[src/rtl/ok_trigger_out_wide.sv]
// Wide trigger-out endpoint: edge-detects a WIDTH-bit trigger vector, accumulates
// edges between host update strobes and serves the snapshot as 16-bit words.
module ok_trigger_out_wide #(
    parameter int unsigned WIDTH     = 64,
    parameter logic [7:0]  BASE_ADDR = 8'h60,
    parameter int unsigned EDGE      = 0
) (
    input  logic             ti_clock,
    input  logic             ti_reset_n,
    input  logic [7:0]       ti_addr,
    input  logic             ti_trigupdate,
    input  logic [WIDTH-1:0] ep_trigger,
    output logic [15:0]      ok_dataout,
    output logic             ok_ready,
    output logic             trig_pending
);

    localparam int unsigned WORDS     = WIDTH / 16;
    localparam int unsigned LAST_ADDR = 32'(BASE_ADDR) + WORDS;

    if (WIDTH < 16 || WIDTH > 240 || (WIDTH % 16) != 0) begin : g_bad_width
        $error("ok_trigger_out_wide: WIDTH must be a multiple of 16 in 16..240");
    end
    if (BASE_ADDR < 8'h60 || LAST_ADDR > 32'h7F) begin : g_bad_addr
        $error("ok_trigger_out_wide: address window must lie within 0x60..0x7F");
    end
    if (EDGE > 2) begin : g_bad_edge
        $error("ok_trigger_out_wide: EDGE must be 0, 1 or 2");
    end

    logic [WIDTH-1:0] prev;
    logic [WIDTH-1:0] acc;
    logic [WIDTH-1:0] hold;
    logic [WORDS-1:0] ovf_acc;
    logic [WORDS-1:0] ovf_hold;
    logic             primed;

    logic [WIDTH-1:0] edges_c;
    logic [WIDTH-1:0] acc_next_c;
    logic [WORDS-1:0] ovf_new_c;
    logic [15:0]      rd_data_c;
    logic             rd_hit_c;

    // Edge detection; suppressed until one sample after reset so held levels are ignored
    always_comb begin
        edges_c = '0;
        if (primed) begin
            if (EDGE == 0) begin
                edges_c = ep_trigger & ~prev;
            end else if (EDGE == 1) begin
                edges_c = ~ep_trigger & prev;
            end else begin
                edges_c = ep_trigger ^ prev;
            end
        end
        acc_next_c = acc | edges_c;
        for (int unsigned k = 0; k < WORDS; k++) begin
            ovf_new_c[k] = |(edges_c[16*k +: 16] & acc[16*k +: 16]);
        end
    end

    // Readback decode: data words, then the status word just past them
    always_comb begin
        rd_data_c = '0;
        rd_hit_c  = 1'b0;
        for (int unsigned k = 0; k < WORDS; k++) begin
            if (ti_addr == BASE_ADDR + 8'(k)) begin
                rd_data_c = hold[16*k +: 16];
                rd_hit_c  = 1'b1;
            end
        end
        if (ti_addr == BASE_ADDR + 8'(WORDS)) begin
            rd_data_c                = '0;
            rd_data_c[15]            = |hold;
            rd_data_c[WORDS-1:0]     = ovf_hold;
            rd_hit_c                 = 1'b1;
        end
    end

    // Strobe snapshots the accumulator including this cycle's edges and restarts it
    always_ff @(posedge ti_clock or negedge ti_reset_n) begin
        if (!ti_reset_n) begin
            prev       <= '0;
            acc        <= '0;
            hold       <= '0;
            ovf_acc    <= '0;
            ovf_hold   <= '0;
            primed     <= 1'b0;
            ok_dataout <= '0;
            ok_ready   <= 1'b0;
        end else begin
            primed <= 1'b1;
            prev   <= ep_trigger;
            if (ti_trigupdate) begin
                hold     <= acc_next_c;
                ovf_hold <= ovf_acc | ovf_new_c;
                acc      <= '0;
                ovf_acc  <= '0;
            end else begin
                acc     <= acc_next_c;
                ovf_acc <= ovf_acc | ovf_new_c;
            end
            ok_dataout <= rd_data_c;
            ok_ready   <= rd_hit_c;
        end
    end

    assign trig_pending = |acc;

endmodule

[config.mk]
export PLATFORM = sky130hd
export DESIGN_NAME = ok_trigger_out_wide
export DESIGN_NICKNAME = d
export VERILOG_FILES = /design/src/rtl/ok_trigger_out_wide.sv
export SDC_FILE = /design/constraint.sdc
export NUM_CORES = 1
export LEC_CHECK = 0
export ABC_CLOCK_PERIOD_IN_PS = 1790
export CAP_MARGIN = 0
export CORE_MARGIN = 5
export CORE_UTILIZATION = 56
export CTS_CLUSTER_SIZE = 12
export DETAILED_ROUTE_END_ITERATION = 8
export GPL_TIMING_DRIVEN = 0
export PLACE_DENSITY = 0.79
export SKIP_CTS_REPAIR_TIMING = 1
export SYNTH_ARGS = -nofsm -noshare
export SYNTH_HDL_FRONTEND = slang
export SYNTH_SLANG_ARGS = --single-unit
export TNS_END_PERCENT = 1
[constraint.sdc]
create_clock -name ti_clock -period 1.79 [get_ports ti_clock]
set_input_delay 0.358 -clock ti_clock [delete_from_list [all_inputs] [get_ports ti_clock]]
set_output_delay 0.358 -clock ti_clock [all_outputs]
set_load 0.01 [all_outputs]
==> results.toml <==
[finish]
num-nets-final = 954
seq_area_sq_um = 5460
nFillCells = 1120
stdcell_count = 1077
post-route-util = 0.695
fin_area_sq_um = 10600
area_delta_synth_final_pct = 22.0
diodes = 0
multi_input_area_sq_um = 2820
layout-drive-gt1-share = 0.0821

[critical_path]
worstPathRequired_ns = 1.43
reg2reg_from = "primed"
setup.worst_path.end = "trig_pending"
worstSetupPathType = "reg2out"
arrival_ns = 2.36
crit_path_max_incr_delay_ns = 0.56
cp_top_family = "simple AND/OR/NAND/NOR gates"
crit_fanout = 3
worst-path-buf-inv = 1
cp_cell_sequence = "nor4_4 > nand4_1 > or4_1 > clkbuf_2"
cp.depth = 4
r2r_slack_ns = 0.07
r2r-end = "ovf_hold[0]"
setup.worst_path.start_class = "flop"
crit_start = "acc[28]"
cp-end-kind = "output port"
slowest_stage = "or4_1"
rr_worst_depth = 7

[power]
switching_share = 0.255
p_sw_mw = 2.83
peakVddDrop_uv = 776
combPwrFrac = 0.104
sequentialPowerShare = 0.504
p_int_mw = 8.27
power-per-cell-area_nw_per_um2 = 1050
clockPowerShare = 0.392
p_leak_nw = 4.75

[die]
io_pins = 93
die_y_microns = 134
design.core.area_sq_um = 15200
die-area_sq_um = 18000
start_util = 0.570
row_count = 45
die_x_microns = 134

[global_routing]
grt_usage = 0.279
gr-usage-met2 = 0.441
use_met1 = 0.387
busiest_layer = "met2"
gr-total-overflow = 0
grt_util_met3 = 0.0683
grt_max_degree = 111
antenna_found_initial = 0
grt_pass1_vias = 6959
grt_first_pass_wirelength_microns = 39100

[yosys]
avgSynthCellArea_sq_um = 11.4
yosysUniqueCellTypes = 32
synth-seq-area-share = 0.630
yosysWarnings = 0
synthTopCellsByArea = "dfrtp_1 63%, nor2_1 6.0%, a31oi_1 4.9%"
postSynthRegisterBits = 218
ys.flop_type = "dfrtp_1"
synthCells = 762
synth_edf_count = 0
ys_top_cells_by_count = "218 x dfrtp_1, 138 x nor2_1, 68 x a21oi_1, 68 x a31oi_1, 65 x inv_1"
synth.most_common_cell = "dfrtp_1"
syn_area_sq_um = 8660
syn-num-nets = 837
synth_top_area_frac = 0.630
synth_top_cell_by_area = "dfrtp_1"
async_reset_ff_frac = 1.00

[route]
viasPerCell = 6.32
firstDrtPassIters = 6
drt-wirelength-per-cell_microns = 23.3
wl_microns = 25100
drc = 0
drtIter0Drc = 705
antenna_left = 0
via_count = 6811

[clock_tree]
clock_latency_ns = 0.51
cts_buffers = 23
clock_sinks = 218
max-clock-path-buffers = 3
htreeDepth = 1
path_clk_slew_ns = 0.06
root_buffer = "clkbuf_16"
cts_tree = "built"

[timing]
finalMaxSlewViolations = 0
rsz0062_at_grt = "yes"
fmax_mhz = 368
finClkSkew_ns = 0.0131
final_hold_viol_count = 0
fin_crit_ns = 2.72
setup_viol = 1
post-route-period-util = 1.52
holdWs_ns = 0.335
setup_ws_ns = -0.926
worst_pin_slew_ns = 0.825
maxSlewHeadroom = 0.450

[outcome]
violations = "negative setup slack"
status = "finished with violations"

[place]
port_buffers = 89
place_congestion = 0.949
place_hpwl_microns = 18100
dpl_cell_area_sq_um = 9820
post-place-cells = 1040

[min_path]
hold_class = "in2reg"
hold_depth = 4

[run]
cap_violations = 0
-- layer usage --
| metal | vias up | routed length, microns |
|---|---|---|
| met4 | 0 | 847 |
| met5 | - | 0 |
| met1 | 3435 | 10200 |
| met2 | 344 | 11700 |
| met3 | 60 | 2270 |
| li1 | 2972 | - |
-- metrics by stage --
step	setup WS, ns	TNS, ns	power (mW)
5_1_grt	-0.892	-0.892	11.5
3_3_place_gp	-8.01	-1744.78	6.73
6_report	-0.926	-0.926	11.1
4_1_cts	-1.69	-1.69	11.1
2_1_floorplan	0.131	0	6.11
3_5_place_dp	-1.15	-1.79	6.78
-- power groups by stage --
stage / logic (mW) / clock network (mW) / registers (mW)
after floorplan: 0.600 / 0 / 5.51
after global placement: 1.08 / 0 / 5.65
after detailed placement: 1.12 / 0 / 5.65
after CTS: 1.14 / 4.39 / 5.57
after global routing: 1.27 / 4.60 / 5.62
final: 1.16 / 4.35 / 5.60
-- layout by cell type (no fill, tap or decap), types with 2 or more instances in the layout --
master,n
dfrtp_1,218
nor2_1,138
clkdlybuf4s50_1,87
a31oi_1,68
a21oi_1,68
inv_1,64
nand4b_1,44
nor4_1,27
clkbuf_16,23
clkbuf_1,21
buf_2,16
nand3b_1,16
nand4_1,16
mux4_2,11
and2_1,11
buf_1,6
mux4_1,5
nand3_1,5
a22o_1,4
a41oi_1,4
nor3_1,4
clkbuf_8,4
a41o_1,3
nor4_4,3
nor4_2,3
buf_4,2
-- final cells by class --
type	instances	share of cell area
Tap cell	188	0.0223
Inverter	65	0.0235
Multi-Input combinational cell	438	0.267
Clock inverter	3	0.00213
Clock buffer	32	0.0615
Sequential cell	218	0.516
Timing Repair Buffer	92	0.0886
Buffer	41	0.0191
-- cells by family (layout without fill, tap and decap cells) --
kind of cell,after synthesis,count (layout),share of synthesized area
buffers and inverters,106,233,0.0514
other,1,1,0.000433
AO/OA/AOI/OAI,149,149,0.102
multiplexers,16,16,0.0438
flip-flops,218,218,0.630
AND/OR/NAND/NOR,272,272,0.172
-- worst min-delay path by stage --
stage                   start              to
6_report           ti_addr[1]  ok_dataout[15]
5_1_grt        ep_trigger[47]        prev[47]
4_1_cts            ti_reset_n        prev[17]
3_5_place_dp       ti_reset_n        prev[17]
3_3_place_gp          acc[63]         acc[63]
2_1_floorplan      ti_reset_n          acc[0]
-- sequential cells by signal, indices dropped and copies added, names as in the netlist --
register	count
ok_dataout	16
primed	1
ok_ready	1
acc	64
ovf_hold	4
ovf_acc	4
hold	64
prev	64
-- tightest hold or removal path, cell delays in order --
cell	delay (ns)
buf_2	0.19
nor2_1	0.08
nand3_1	0.10
o2bb2ai_1	0.06
Power figures use the tool's default switching activity.
